## src/rtl/cpu_pkg.sv

```systemverilog
// rtl/cpu_pkg.sv - shared fetch-side constants and the IF/ID register type
package cpu_pkg;

  localparam int          PC_W_DEFAULT = 9;
  localparam logic [31:0] RESET_PC     = 32'h0000_0000;
  localparam logic [31:0] NOP_INSTR    = 32'h0000_0013;

  // pc is kept at full width so the type does not depend on PC_W; users slice it.
  typedef struct packed {
    logic        valid;
    logic [31:0] pc;
    logic [31:0] instr;
  } if_id_t;

endpackage

```

## src/rtl/if_stage_if.sv

```systemverilog
// rtl/if_stage_if.sv - instruction-memory port and IF/ID outputs of the fetch stage
interface if_stage_if #(
  parameter int PC_W = cpu_pkg::PC_W_DEFAULT
);

  logic            imem_en;
  logic [PC_W-1:0] imem_addr;
  logic [31:0]     imem_rdata;
  logic            if_id_valid;
  logic [PC_W-1:0] if_id_pc;
  logic [31:0]     if_id_instr;

  modport master (
    output imem_en,
    output imem_addr,
    input  imem_rdata,
    output if_id_valid,
    output if_id_pc,
    output if_id_instr
  );

  modport slave (
    input  imem_en,
    input  imem_addr,
    output imem_rdata,
    input  if_id_valid,
    input  if_id_pc,
    input  if_id_instr
  );

endinterface

```

## src/rtl/if_stage_fetch_skid_buf.sv

```systemverilog
// rtl/if_stage_fetch_skid_buf.sv - one-entry buffer holding the read that returns during a stall
module fetch_skid_buf
  import cpu_pkg::if_id_t;
#(
  parameter int PC_W = cpu_pkg::PC_W_DEFAULT
)(
  input  logic            clk,
  input  logic            reset,
  input  logic            flush,
  input  logic            stall,
  input  logic            fetch_vld,
  input  logic [PC_W-1:0] fetch_pc,
  input  logic [31:0]     rdata,
  output if_id_t          entry
);

  always_ff @(posedge clk) begin
    if (reset || flush) begin
      entry.valid <= 1'b0;
    end else if (stall) begin
      // Only the first stall cycle sees real read data; later cycles must not overwrite it.
      if (fetch_vld && !entry.valid) begin
        entry.valid <= 1'b1;
        entry.pc    <= 32'(fetch_pc);
        entry.instr <= rdata;
      end
    end else begin
      entry.valid <= 1'b0;
    end
  end

endmodule

```

## src/rtl/if_stage.sv

```systemverilog
// rtl/if_stage.sv - instruction-fetch stage: owns the PC, drives imem, produces IF/ID
// Optional IF_STAGE_PERF_CNT_EN adds saturating flush/stall cycle counters.
module if_stage
  import cpu_pkg::if_id_t;
#(
  parameter int              PC_W      = cpu_pkg::PC_W_DEFAULT,
  parameter logic [PC_W-1:0] RESET_PC  = PC_W'(cpu_pkg::RESET_PC),
  parameter logic [31:0]     NOP_INSTR = cpu_pkg::NOP_INSTR
)(
  input  logic        clk,
  input  logic        reset,
  input  logic        stall,
  input  logic        pc_sel,
  input  logic [31:0] branch_target,
  if_stage_if.master  bus
`ifdef IF_STAGE_PERF_CNT_EN
  ,
  output logic [31:0] perf_flush_cnt,
  output logic [31:0] perf_stall_cnt
`endif
);

  logic [PC_W-1:0] pc_q;
  logic [PC_W-1:0] fetch_pc_q;
  logic            fetch_vld_q;
  if_id_t          if_id_q;
  if_id_t          skid;
  logic [PC_W-1:0] target_pc;
  logic            unused_bits;

  assign target_pc   = {branch_target[PC_W-1:2], 2'b00};
  assign unused_bits = ^{branch_target[31:PC_W], branch_target[1:0], if_id_q.pc[31:PC_W]};

  assign bus.imem_en     = !reset && (!stall || pc_sel);
  assign bus.imem_addr   = pc_q;
  assign bus.if_id_valid = if_id_q.valid;
  assign bus.if_id_pc    = if_id_q.pc[PC_W-1:0];
  assign bus.if_id_instr = if_id_q.instr;

  fetch_skid_buf #(
    .PC_W (PC_W)
  ) u_skid (
    .clk       (clk),
    .reset     (reset),
    .flush     (pc_sel),
    .stall     (stall),
    .fetch_vld (fetch_vld_q),
    .fetch_pc  (fetch_pc_q),
    .rdata     (bus.imem_rdata),
    .entry     (skid)
  );

  always_ff @(posedge clk) begin
    if (reset) begin
      pc_q        <= RESET_PC;
      fetch_pc_q  <= '0;
      fetch_vld_q <= 1'b0;
      if_id_q     <= '{valid: 1'b0, pc: 32'h0, instr: NOP_INSTR};
    end else if (pc_sel) begin
      // The wrong-path read issued this cycle is dropped by clearing fetch_vld_q.
      pc_q          <= target_pc;
      fetch_vld_q   <= 1'b0;
      if_id_q.valid <= 1'b0;
      if_id_q.instr <= NOP_INSTR;
    end else if (!stall) begin
      pc_q          <= pc_q + PC_W'(4);
      fetch_pc_q    <= pc_q;
      fetch_vld_q   <= 1'b1;
      if_id_q.valid <= fetch_vld_q;
      if_id_q.pc    <= skid.valid ? skid.pc : 32'(fetch_pc_q);
      if (!fetch_vld_q)
        if_id_q.instr <= NOP_INSTR;
      else
        if_id_q.instr <= skid.valid ? skid.instr : bus.imem_rdata;
    end
  end

`ifdef IF_STAGE_PERF_CNT_EN
  always_ff @(posedge clk) begin
    if (reset) begin
      perf_flush_cnt <= '0;
      perf_stall_cnt <= '0;
    end else begin
      if (pc_sel && (perf_flush_cnt != '1))
        perf_flush_cnt <= perf_flush_cnt + 32'd1;
      if (stall && !pc_sel && (perf_stall_cnt != '1))
        perf_stall_cnt <= perf_stall_cnt + 32'd1;
    end
  end
`endif

endmodule

```

## src/flat_wrapper.sv

```systemverilog
// flat-port wrapper written by rule: the top's interface ports become plain ports
module if_stage_flat import cpu_pkg::if_id_t;
#(
  parameter int              PC_W      = cpu_pkg::PC_W_DEFAULT,
  parameter logic [PC_W-1:0] RESET_PC  = PC_W'(cpu_pkg::RESET_PC),
  parameter logic [31:0]     NOP_INSTR = cpu_pkg::NOP_INSTR
)
  (clk, reset, stall, pc_sel, branch_target, bus_imem_en, bus_imem_addr, bus_imem_rdata, bus_if_id_valid, bus_if_id_pc, bus_if_id_instr);
  if_stage_if #(.PC_W(PC_W)) bus_i ();
  input  logic clk;
  input  logic reset;
  input  logic stall;
  input  logic pc_sel;
  input  logic [31:0] branch_target;
  output wire logic [$bits(bus_i.imem_en)-1:0] bus_imem_en;
  output wire logic [$bits(bus_i.imem_addr)-1:0] bus_imem_addr;
  input wire logic [$bits(bus_i.imem_rdata)-1:0] bus_imem_rdata;
  output wire logic [$bits(bus_i.if_id_valid)-1:0] bus_if_id_valid;
  output wire logic [$bits(bus_i.if_id_pc)-1:0] bus_if_id_pc;
  output wire logic [$bits(bus_i.if_id_instr)-1:0] bus_if_id_instr;
  assign bus_imem_en = bus_i.imem_en;
  assign bus_imem_addr = bus_i.imem_addr;
  assign bus_i.imem_rdata = bus_imem_rdata;
  assign bus_if_id_valid = bus_i.if_id_valid;
  assign bus_if_id_pc = bus_i.if_id_pc;
  assign bus_if_id_instr = bus_i.if_id_instr;
  if_stage #(.PC_W(PC_W), .RESET_PC(RESET_PC), .NOP_INSTR(NOP_INSTR)) u_core (.clk(clk), .reset(reset), .stall(stall), .pc_sel(pc_sel), .branch_target(branch_target), .bus(bus_i));
endmodule
```

## config.mk

```make
export PLATFORM = sky130hd
export DESIGN_NAME = if_stage_flat
export DESIGN_NICKNAME = d
export VERILOG_FILES = /design/src/rtl/cpu_pkg.sv /design/src/rtl/if_stage_if.sv /design/src/rtl/if_stage_fetch_skid_buf.sv /design/src/rtl/if_stage.sv /design/src/flat_wrapper.sv
export SDC_FILE = /design/constraint.sdc
export NUM_CORES = 1
export LEC_CHECK = 0
export BUFFER_PORTS_ARGS = -buffer_cell sky130_fd_sc_hd__buf_2
export CORE_UTILIZATION = 50
export CTS_CLUSTER_SIZE = 24
export DETAILED_ROUTE_END_ITERATION = 10
export PLACE_DENSITY = 0.78
export SETUP_SLACK_MARGIN = 0.05
export SLEW_MARGIN = 20
export SYNTH_ARGS = -nofsm -noshare
export SYNTH_HDL_FRONTEND = slang
export SYNTH_HIERARCHICAL = 1
export SYNTH_SLANG_ARGS = --single-unit
```

## constraint.sdc

```tcl
create_clock -name clk -period 2.96 [get_ports clk]
set_clock_uncertainty 0.1 [all_clocks]
set_input_delay 0.592 -clock clk [delete_from_list [all_inputs] [get_ports clk]]
set_output_delay 0.592 -clock clk [all_outputs]
set_load 0.02 [all_outputs]
```

==> metrics.md <==
| Metric | Value |
|---|---|
| Internal | roughly 2 mW |
| NetSw | 0.586 mW |
| I/O Pins | 120 |
| Setup violators final | 0 |
| FP Rows | 31 |
| Pwr dens | 570 nW/µm² |
| Outcome | finished clean |
| First-pass GRT wire length | 11.9 mm |
| Number of buffers added on ports | slightly above 90 |
| Dpl ws | 0.699 ns |
| Vias | 2664 |
| TritonRoute pass-1 iters | 5 |
| Crit path time final | roughly 2.0 ns |
| First DRT Iteration DRCs | 123 |
| Worst reg2reg path endpoint | u_core/bus.if_id_instr[2] |
| Final Cell Area | 4540 µm² |
| Critical path type | in -> out |
| CP required | 2.27 ns |
| Fin crit share | 68.0% |
| Vias in the first global route | approximately 2600 |
| Clock tree buffer depth | 2 |
| CP dominant cell by count | buf_2 |
| ANT cells | 0 |
| Clock Power Share | 36.4% |
| CTS Buf Count | 9 |
| Vias per std cell | 5.24 |
| Crit end category | primary output |
| Placed cell area | 4320 µm² |
| Switching share of power | 22.6% |
| Area of the multi-input gates | between 1000 and 1500 µm² |
| Crit. Startpoint | pc_sel |
| Final setup TNS | 0 ns |
| Fmax | 497 MHz |
| Startpoint Class | primary input |
| Post-cts resize count | 0 |
| Worst-Margin Slew | 0.639 ns |
| Total congestion overflow | 0 |
| HP Class | in -> reg |
| CTS tree | yes |
| YS warnings | 6 |
| Cells along the critical path | buf_2, inv_1, a21oi_1, buf_2 |
| Die ar. | 7910 µm² |
| Syn avg cell area | about 12 µm² |
| CP max stage cell | inv_1 |
| Reg2reg start | u_core/u_skid/entry[64] |
| Initial antenna violation count | 0 |
| Post-Route WL | 7.44 mm |
| Fill count | 643 |
| Max Transition Viols Final | 0 |
| Max-cap viol count | 0 |
| Core ar. | about 7300 µm² |
| Slack of the critical path | 0.949 ns |
| RSZ-0062 raised after global routing | no |
| Layout net count | 473 |
| Slew HR | 57.4% |
| Worst Path Max Fanout | 13 |
| Logic pwr share | under 10% |
| Critical path destination | bus_imem_en |
| Clock-pin slew on the worst setup and hold paths | 0.10 ns |
| Sinks on Clock Net | 99 |
| Final ANT Viol Nets | 0 |
| Tot GR Track Use | roughly 20% |
| Routability Congestion | about 0.75 |
| R2r setup slk | 1.15 ns |
| Synthesized area | 3780 µm² |
| DRC | 0 |
| Slowest Stage Delay on Critical Path | 0.28 ns |
| Cell family with most CP delay | buffers and inverters |
| Worst hold path cell count | 1 |
| Layout cells sized above 1 | between 30% and 40% |
| Post-DR wirelength/cell | 14.6 µm |
| Critical path arrival | 1.32 ns |
| Postcts setup bufs | 0 |
| Worst path depth | 4 |
| Fin. Hold Viols | 0 |
| Width of the die | approximately 89 µm |
| Tot Pwr | roughly 2.6 mW |
| Largest net degree at the start of global routing | 34 |
| CTS H-tree lvls | 3 |
| Post-DP HPWL | 4.91 mm |
| Worst-Skew Late Latency | between 0.3 and 0.4 ns |
| Worst-case reg-to-reg path depth | 4 |
| Die span in y | slightly below 90 µm |
| Root buffer cell | clkbuf_8 |
| Mapped Cells | around 320 |
| Bufs and invs on worst path | 3 |
| Reg area | 2390 µm² |
| Worst vdd ir | 331 µV |
| Area grow syn2layout | 20.3% |
| P_leak | 1.77 nW |
| Flop pwr share | between 50% and 60% |
| Hold_buf cts | 0 |
| Initial core utilization | between 50% and 60% |
-- routing by layer --
| layer | GRT usage [%] | vias to the layer above | routed length [µm] |
|---|---|---|---|
| met5 | 0 | - | 0 |
| met2 | 33.4 | 70 | 3650 |
| met1 | 24.3 | 1278 | 3260 |
| li1 | - | 1306 | - |
| met4 | 6.35 | 0 | 78 |
| met3 | 8.59 | 10 | 455 |
-- how the worst min path moves through the flow --
stage / startpoint / endpoint / slack [ns]
finish: bus_imem_rdata[28] / u_core/u_skid/entry[28] / 0.31
floorplan: u_core/fetch_pc_q[2] / u_core/u_skid/entry[34] / 0.33
CTS: bus_imem_rdata[25] / u_core/u_skid/entry[25] / 0.29
global route: bus_imem_rdata[7] / u_core/u_skid/entry[7] / 0.28
global placement: u_core/bus.if_id_pc[1] / u_core/bus.if_id_pc[1] / 0.34
detailed placement: u_core/fetch_pc_q[2] / u_core/u_skid/entry[34] / 0.35
-- metrics by stage --
stage,std cells,utilization (%),hold slack (ns)
3_5_place_dp,492,59.3,0.347
3_3_place_gp,492,59.3,0.340
4_1_cts,508,62.3,0.285
2_1_floorplan,321,-,0.329
6_report,508,62.3,0.310
5_1_grt,508,62.3,0.278
-- sequential cells by signal, indices dropped and copies added, names as in the netlist --
signal                  count
u_core/fetch_vld_q          1
u_core/bus.if_id_instr     32
u_core/u_skid/entry        42
u_core/bus.if_id_valid      1
u_core/bus.if_id_pc         9
u_core/fetch_pc_q           7
u_core/bus.imem_addr        7
-- cells in the final DEF (no fill, tap or decap), types with 2 or more instances in the layout --
cell and n:
or2_2 2, nor2_1 45, inv_1 5, buf_4 5
nand2_1 25, xnor2_1 2, edfxtp_1 41, clkbuf_8 9
a21oi_1 14, bufinv_16 2, nand3_1 2, a22oi_1 29
mux2i_1 10, inv_6 3, or3_1 2, buf_2 92
a22o_1 3, a211oi_1 10, a311oi_1 2, mux2_2 30
o21ai_0 2, conb_1 4, nand4b_1 2, xor2_1 2
dfxtp_1 57
-- worst reg2reg max path: stages, from the launching register on --
cell and delay [ns]:
dfxtp_2 0.59, buf_4 0.36, mux2_2 0.37, a22oi_1 0.18, nor2_1 0.08
-- area by class of cell --
class                   instances  share of cell area, %
clock inverters                 6                   2.06
repair buffers                 98                   11.4
clock buffers                  10                   2.81
well taps                      99                   2.73
multi-input cells             191                   27.9
inverters                       5                  0.413
flip-flops and latches         99                   52.7
-- power by group through the flow --
| stage | Sequential, mW | Clock [mW] | Combinational [mW] |
|---|---|---|---|
| 2_1_floorplan | 1.51 | 0 | 0.100 |
| 3_3_place_gp | 1.49 | 0 | 0.182 |
| 3_5_place_dp | 1.49 | 0 | 0.188 |
| 4_1_cts | 1.46 | 0.978 | 0.188 |
| 5_1_grt | 1.47 | 1.03 | 0.207 |
| 6_report | 1.46 | 0.944 | 0.187 |
Note: power is estimated with default switching activity, not from simulation.
